## src/rtl/yuv422_pkg.sv

```systemverilog
`default_nettype none
// +--------------------------------------------------------------------+
// | yuv422_pkg : shared constants and types for the YUV422 byte packer  |
// | Rev 1.0                                                              |
// +--------------------------------------------------------------------+
package yuv422_pkg;

   localparam int ORDER_YUYV = 0;
   localparam int ORDER_UYVY = 1;
   localparam int PAIR_CNT_W = 12;

   typedef enum logic [1:0] {
      B0 = 2'd0,
      B1 = 2'd1,
      B2 = 2'd2,
      B3 = 2'd3
   } byte_state_t;

   typedef struct packed {
      logic [7:0] y1;
      logic [7:0] u;
      logic [7:0] y2;
      logic [7:0] v;
   } pair_t;

endpackage
`default_nettype wire

```

## src/rtl/yuv422_byte_packer_sync_fifo2.sv

```systemverilog
`default_nettype none
// +--------------------------------------------------------------------+
// | sync_fifo2 : two-entry synchronous FIFO with occupancy count        |
// | Rev 1.0                                                              |
// +--------------------------------------------------------------------+
module sync_fifo2 #(
   parameter int WIDTH = 32
) (
   input  logic             clk,
   input  logic             rst,
   input  logic             push,
   input  logic [WIDTH-1:0] push_data,
   input  logic             pop,
   output logic [WIDTH-1:0] pop_data,
   output logic [1:0]       count,
   output logic             full,
   output logic             empty
);

   logic [WIDTH-1:0] r_mem [2];
   logic             r_wr_ptr;
   logic             r_rd_ptr;
   logic [1:0]       r_count;
   logic             w_push;
   logic             w_pop;

   // Requests are qualified here so a caller can never overrun or underrun.
   assign w_push   = push & ~full;
   assign w_pop    = pop & ~empty;
   assign full     = (r_count == 2'd2);
   assign empty    = (r_count == 2'd0);
   assign count    = r_count;
   assign pop_data = r_mem[r_rd_ptr];

   always_ff @(posedge clk) begin
      if (w_push) begin
         r_mem[r_wr_ptr] <= push_data;
      end
   end

   always_ff @(posedge clk) begin
      if (rst) begin
         r_wr_ptr <= 1'b0;
         r_rd_ptr <= 1'b0;
         r_count  <= 2'd0;
      end else begin
         if (w_push) r_wr_ptr <= ~r_wr_ptr;
         if (w_pop)  r_rd_ptr <= ~r_rd_ptr;
         case ({w_push, w_pop})
            2'b10:   r_count <= r_count + 2'd1;
            2'b01:   r_count <= r_count - 2'd1;
            default: r_count <= r_count;
         endcase
      end
   end

endmodule
`default_nettype wire

```

## src/rtl/yuv422_byte_packer.sv

```systemverilog
`default_nettype none
// +--------------------------------------------------------------------+
// | yuv422_byte_packer : serializes YUV422 pixel pairs into a byte      |
// | stream with start/end-of-line flags.  Rev 1.0                       |
// +--------------------------------------------------------------------+
module yuv422_byte_packer
   import yuv422_pkg::*;
#(
   parameter int ORDER      = 0,
   parameter int LINE_PAIRS = 320
) (
   input  logic       clk,
   input  logic       rst,
   input  logic       in_valid,
   output logic       in_ready,
   input  logic [7:0] in_y1,
   input  logic [7:0] in_y2,
   input  logic [7:0] in_u,
   input  logic [7:0] in_v,
   output logic [7:0] out_data,
   output logic       out_valid,
   input  logic       out_ready,
   output logic       out_sol,
   output logic       out_eol
);

   localparam logic [PAIR_CNT_W-1:0] c_last_pair = PAIR_CNT_W'(LINE_PAIRS - 1);

   byte_state_t            r_state;
   byte_state_t            w_state_nxt;
   logic [PAIR_CNT_W-1:0]  r_pair_cnt;
   pair_t                  w_in_pair;
   pair_t                  w_head;
   logic [1:0]             w_count;
   logic                   w_full;
   logic                   w_empty;
   logic                   w_push;
   logic                   w_hs;
   logic                   w_pop;
   logic [7:0]             w_lane [4];
   logic [7:0]             w_byte;

   assign w_in_pair = '{y1: in_y1, u: in_u, y2: in_y2, v: in_v};
   assign in_ready  = ~w_full;
   assign out_valid = ~w_empty;
   assign w_push    = in_valid & in_ready & ~rst;
   assign w_hs      = out_ready & (w_count != 2'd0);
   assign w_pop     = w_hs & (r_state == B3);

   sync_fifo2 #(
      .WIDTH ($bits(pair_t))
   ) u_fifo (
      .clk       (clk),
      .rst       (rst),
      .push      (w_push),
      .push_data (w_in_pair),
      .pop       (w_pop),
      .pop_data  (w_head),
      .count     (w_count),
      .full      (w_full),
      .empty     (w_empty)
   );

   generate
      if (ORDER == ORDER_UYVY) begin : g_uyvy
         assign w_lane[0] = w_head.u;
         assign w_lane[1] = w_head.y1;
         assign w_lane[2] = w_head.v;
         assign w_lane[3] = w_head.y2;
      end else begin : g_yuyv
         assign w_lane[0] = w_head.y1;
         assign w_lane[1] = w_head.u;
         assign w_lane[2] = w_head.y2;
         assign w_lane[3] = w_head.v;
      end
   endgenerate

   always_ff @(posedge clk) begin
      if (rst) begin
         r_state <= B0;
      end else begin
         r_state <= w_state_nxt;
      end
   end

   always_comb begin
      w_state_nxt = r_state;
      w_byte      = w_lane[0];
      case (r_state)
         B0: begin
            w_byte = w_lane[0];
            if (w_hs) w_state_nxt = B1;
         end
         B1: begin
            w_byte = w_lane[1];
            if (w_hs) w_state_nxt = B2;
         end
         B2: begin
            w_byte = w_lane[2];
            if (w_hs) w_state_nxt = B3;
         end
         B3: begin
            w_byte = w_lane[3];
            if (w_hs) w_state_nxt = B0;
         end
         default: w_state_nxt = B0;
      endcase
      // All outputs decode registered state, so they hold while stalled.
      out_data = out_valid ? w_byte : 8'd0;
      out_sol  = out_valid && (r_state == B0) && (r_pair_cnt == '0);
      out_eol  = out_valid && (r_state == B3) && (r_pair_cnt == c_last_pair);
   end

   always_ff @(posedge clk) begin
      if (rst) begin
         r_pair_cnt <= '0;
      end else if (w_pop) begin
         r_pair_cnt <= (r_pair_cnt == c_last_pair) ? '0 : r_pair_cnt + 1'b1;
      end
   end

endmodule
`default_nettype wire
```

## config.mk

```make
export PLATFORM = sky130hd
export DESIGN_NAME = yuv422_byte_packer
export DESIGN_NICKNAME = d
export VERILOG_FILES = /design/src/rtl/yuv422_pkg.sv /design/src/rtl/yuv422_byte_packer_sync_fifo2.sv /design/src/rtl/yuv422_byte_packer.sv
export SDC_FILE = /design/constraint.sdc
export NUM_CORES = 1
export LEC_CHECK = 0
export ABC_AREA = 1
export CAP_MARGIN = 20
export CORE_MARGIN = 5
export CORE_UTILIZATION = 55
export DETAILED_ROUTE_END_ITERATION = 6
export GPL_ROUTABILITY_DRIVEN = 0
export PLACE_DENSITY_LB_ADDON = 0.08
export SLEW_MARGIN = 20
export SYNTH_ARGS = -nofsm -noshare
export SYNTH_HDL_FRONTEND = slang
export SYNTH_SLANG_ARGS = --single-unit
```

## constraint.sdc

```tcl
create_clock -name clk -period 4.1 [get_ports clk]
set_input_delay 0.615 -clock clk [delete_from_list [all_inputs] [get_ports clk]]
set_output_delay 0.615 -clock clk [all_outputs]
set_load 0.1 [all_outputs]
```

# Word level (Yosys, flattened, before mapping)
# Memory sizes are Yosys's and may differ from the RTL's. A register that Yosys moved wholly into a read port is not among the register bits.
# Cells that the tools add are included.
[totals]
regBits = 18
mem_bits_rw = 64
output_inout_bits = 12
elab_cells = 54
mem_count = 1
[mem_list]
columns = ["memory", "depth", "word_bits", "read_ports", "rd_clocked_by_memory_dff", "write_ports", "line_no", "rtl"]
rows = [
  ["u_fifo.r_mem", 2, 32, 1, 1, 1, "yuv422_byte_packer_sync_fifo2.sv:20", "logic [WIDTH-1:0] r_mem [2];"],
]
[op_classes]
addsub = 3
n_eq_ne = 11
n_mux = 13
bitwise_logic = 11
reduce_logical = 10
[op_table]
columns = ["operator", "count"]
rows = [
  ["$pmux 8 s4", 1],
  ["$add 12x1->12 const B", 1],
  ["$eq 12x9->1 const B", 1],
  ["$logic_not 12->1", 1],
  ["$mux 12", 1],
  ["$eq 2x2->1 const B", 4],
  ["$mux 2", 4],
  ["$mux 8", 1],
  ["$ne 2x2->1 const B", 4],
  ["$pmux 2 s4", 1],
  ["$and 1x1->1", 6],
  ["$not 1->1", 5],
  ["$eq 2x1->1 const B", 2],
  ["$logic_and 1x1->1", 4],
  ["$logic_not 2->1", 2],
  ["$mux 1", 4],
  ["$pmux 2 s2", 1],
  ["$reduce_and 4->1", 1],
  ["$reduce_bool 2->1", 2],
  ["$add 2x1->2 const B", 1],
  ["$sub 2x1->2 const B", 1],
]

# Longest topological paths before layout
[depth]
depth_word = 7
ltp_mapped = 9
ltp_nobuf = 9

# Hierarchy
# A second synthesis with hierarchy kept.
[hier_totals]
cells_unflattened = 319
hier_area_um2 = 3802.4
[by_module_without_submodules]
columns = ["mod", "n_inst", "cells_each", "area_each_um2"]
rows = [
  ["sync_fifo2", 1, 140, 2736.4],
  ["yuv422_byte_packer", 1, 179, 1066.0],
]

# Least setup slack after synthesis
# OpenSTA, ideal clock, no wires.
[synth_timing]
path_type = "reg2out"
startpoint = "reg u_fifo.r_count[0], in the netlist u_fifo.count[0]"
endpoint = "out out_sol"
arrival_ps = 2954
required_ps = 3485
setup_slack_ps = 531
stages_incl_launch_ff = 5
cell_sequence = "dfxtp_1 -> inv_2 -> nand2_4 -> nand3_1 -> nor3_1"
[synth_between]
elab_chain_cells = 4
[synth_lines]
columns = ["item", "line_no", "rtl"]
rows = [
  ["from (decl)", "yuv422_byte_packer_sync_fifo2.sv:23", "logic [1:0] r_count;"],
  ["from (signal assigned)", "yuv422_byte_packer_sync_fifo2.sv:50", "2'b10: r_count <= r_count + 2'd1;"],
  ["from (signal assigned)", "yuv422_byte_packer_sync_fifo2.sv:51", "2'b01: r_count <= r_count - 2'd1;"],
  ["from (signal assigned)", "yuv422_byte_packer_sync_fifo2.sv:52", "default: r_count <= r_count;"],
  ["$logic_not 2->1", "yuv422_byte_packer_sync_fifo2.sv:31", "assign empty = (r_count == 2'd0);"],
  ["$not 1->1", "yuv422_byte_packer.sv:45", "assign out_valid = ~w_empty;"],
  ["net out_valid", "yuv422_byte_packer.sv:21", "output logic out_valid,"],
  ["$logic_and 1x1->1 (2 in series)", "yuv422_byte_packer.sv:110", "out_sol = out_valid && (r_state == B0) && (r_pair_cnt == '0);"],
  ["to (decl)", "yuv422_byte_packer.sv:23", "output logic out_sol,"],
]
# The timed path passes the listed nets, and every way through them passes these cells.

# Worst setup path after layout
[layout_timing]
startpoint = "reg r_state[1]"
endpoint = "out out_data[3]"
[layout_between]
elab_chain_cells = 3
[layout_lines]
columns = ["item", "line_no", "rtl"]
rows = [
  ["from (decl)", "yuv422_byte_packer.sv:29", "byte_state_t r_state;"],
  ["from (signal assigned)", "yuv422_byte_packer.sv:82", "r_state <= w_state_nxt;"],
  ["$eq 2x2->1, or another cell as far along", "yuv422_byte_packer.sv:89", "case (r_state)"],
  ["$pmux 8 s4 *", "yuv422_byte_packer.sv:89", ""],
  ["$mux 8 *", "yuv422_byte_packer.sv:109", "out_data = out_valid ? w_byte : 8'd0;"],
  ["to (decl)", "yuv422_byte_packer.sv:20", "output logic [7:0] out_data,"],
]
# Mark *: on every way between the ends. The rest lies on a longest branch, timed or not.

==> results.yml <==
route:
  via_per_inst: 5.35
  remaining_drc_errors: 0
  drt_iter0_markers: 133
  wl_um: 7290
  firstDrtPassIters: 4
  post_drt_wl_per_cell_um: 15.6
  num_vias: 2495
  postRouteAntennaNets: 0
critical_path:
  worstSetupPathType: "reg2out"
  cp.arrival_ns: 2.45
  reg2reg_depth: 8
  crit_buf_inv: 1
  cp-end-kind: "output port"
  cpMaxStageDelayCell: "ha_1"
  cp_slowest_stage_delay_ns: 0.77
  path_cells: "ha_1 -> a21oi_1 -> nand3_1 -> nand3_1 -> a21oi_1 -> buf_4"
  worstSetupStartpointType: "register"
  ff2ff_setup_slack_ns: 1.56
  critPathMaxFanout: 19
  crit_family: "adder cells"
  reg2reg_to: "u_fifo.count[1]$_SDFFE_PP0P_"
  timing.rr.start: "r_state[1]$_SDFFE_PP0P_"
  crit_required_ns: 3.48
timing:
  setup_ws_ns: 1.04
  drv_slew: 0
  finalSetupViolCount: 0
  rsz0062_at_grt: "no"
  whs_ns: 0.496
  relSlewSlack_pct: 35.6
  hold_viol: 0
  fmax_mhz: 326
  finalCritPeriodShare_pct: 74.7
  worstMarginPinSlew_ns: 0.963
  setup_tns_ns: 0
  clock_skew_ns: 0.00694
  finalCriticalPeriod_ns: 3.06
logic_synthesis:
  ys_types: 27
  syn_inst: 334
  synth_nets: 378
  synth_seq_cells: 83
  yosysWarningCount: 0
  seq_area_frac_synth_pct: 64.4
  synth.avg_cell_area_um2: 10.7
  netlist_area_um2: 3580
global_routing:
  grt_pass1_wl_um: 12400
  grt_overflow_total: 0
  antenna_found_initial: 0
  globalRouteTotalUtil_pct: 19.2
  grt_pass1_vias: 2619
  grt_max_degree: 26
min_path:
  hold_start: "r_pair_cnt[0]$_SDFFE_PP0P_"
  hold_path.class: "reg2reg"
  hold-path-endpoint: "r_pair_cnt[0]$_SDFFE_PP0P_"
  hold-path-cell-count: 2
placement:
  portBuffers: 47
  place_ws_ns: 1.05
  dp_hpwl_um: 5080
clock_tree:
  clk_pin_slew_worst_paths_ns: 0.08
  holdBufCountCts: 0
  post-cts-setup-buffers: 0
  cts_root_buffer: "clkbuf_8"
  cts_buffer_depth: 2
  cts_sinks: 83
  cts_tree: "yes"
  numCtsBuffers: 9
  h-tree-depth: 3
  clk_latency_ns: 0.35
  cts_resized: 0
floorplanning:
  ios: 48
  core_area_um2: 6350
  row_count: 29
  initial_core_util_pct: 56.3
  dieArea_um2: 8210
  fp.dieW_um: 90.6
  dieHeight_um: 90.6
finish:
  final_nets: 428
  drive_above_1_share_pct: 12.6
  fillers: 500
  fin_util_pct: 67.8
  multiInputGateArea_um2: 1130
  area_growth_pct: 20.3
  seq_area_um2: 2300
  antenna_cells: 0
pwr:
  power_density_nw_per_um2: 468
  p_leak_nw: 1.50
  ir_drop_mv: 0.286
  total_power_w: 0.00201
status:
  status: "complete, no violations"
job:
  cap_viol_max_count: 0
[sequential cells by signal, summed over array words and instances, names as in the netlist, named ones only]
register,flops
r_state,2
r_pair_cnt,12
u_fifo.r_wr_ptr,1
u_fifo.r_mem,64
u_fifo.count,2
u_fifo.r_rd_ptr,1
[routing by layer]
| metal | GRT usage (%) | routed length [um] |
|---|---|---|
| met4 | 8.19 | 148 |
| met5 | 0 | 0 |
| met2 | 34.5 | 3830 |
| met1 | 21.5 | 2950 |
| met3 | 4.50 | 368 |
[worst min-delay path, delay by kind of cell, from the launching register on]
| family | cells | cell delay [ns] |
|---|---|---|
| AO/OA/AOI/OAI | 1 | 0.04 |
| flip-flops | 1 | 0.33 |
| AND/OR/NAND/NOR | 1 | 0.08 |
[placed cells by master (no fill, tap or decap), types with 2 or more instances in the layout]
cell type	netlist	final
nor3_2	2	2
bufinv_16	0	2
buf_4	0	12
inv_2	2	2
nor2_1	43	41
inv_1	19	19
ha_1	8	8
edfxtp_1	64	64
nor2_2	3	5
nand2_4	2	2
xor2_1	4	4
dfxtp_1	19	19
nor3_1	5	5
nand2_2	3	3
o21ai_0	14	14
clkdlybuf4s50_1	0	38
a21oi_1	31	31
clkinv_2	0	2
nor2_4	3	3
clkbuf_8	0	9
nand4_1	2	2
nand2_1	57	57
nand3_1	36	36
[cell families (layout without fill, tap and decap cells)]
family,count (synthesis),count (layout),synth area share [%]
buf+inv,33,88,4.06
xor+xnor,5,5,1.22
fa+ha+maj,8,8,2.80
simple gates,159,159,21.0
flops,83,83,64.4
compound gates,46,46,6.54
[power by group]
group | switching [W] | total (W) | leakage (nW) | internal, W
Sequential | 0.0000151 | 0.000953 | 0.741 | 0.000938
Clock | 0.000293 | 0.000635 | 0.111 | 0.000342
Combinational | 0.000303 | 0.000426 | 0.648 | 0.000123
Total | 0.000611 | 0.00201 | 1.50 | 0.00140
[worst max-delay path by stage]
stage | end | start | slack, ns | depth (start not counted)
after floorplan | out_sol | u_fifo.count[0]$_SDFFE_PP0P_ | 0.53 | 4
after global placement | u_fifo.r_mem[1][13]$_DFFE_PP_ | rst | 1.15 | 5
after detailed placement | u_fifo.r_mem[1][13]$_DFFE_PP_ | rst | 1.05 | 5
after CTS | out_data[3] | r_state[0]$_SDFFE_PP0P_ | 1.04 | 6
after global routing | out_data[3] | r_state[1]$_SDFFE_PP0P_ | 0.85 | 6
final | out_data[3] | r_state[1]$_SDFFE_PP0P_ | 1.04 | 6
[synth_stat cells, drive strengths merged]
master	n	area, um2
edfxtp	64	1920
nand2	62	255
nor2	49	214
nand3	38	208
a21oi	32	164
inv	22	85.1
dfxtp	19	380
o21ai	14	70.1
buf	10	56.3
ha	8	100
nor3	8	61.3
xor2	4	35.0
nand4	2	12.5
clkbuf	1	3.75
xnor2	1	8.76
[through the flow]
stage               cell area, um2  instances
CTS                           4300        466
global placement              4090        450
detailed placement            4090        450
floorplan                     3580        334
global route                  4300        466
finish                        4300        466
[final cells by class]
class | instances | area share (%)
timing repair buffer | 50 | 10.9
sequential | 83 | 53.5
multi-input combinational | 218 | 26.3
clock inverter | 7 | 2.12
inverter | 22 | 1.98
tap | 77 | 2.24
clock buffer | 9 | 2.88
No activity file was read; power rests on OpenSTA's default activity.
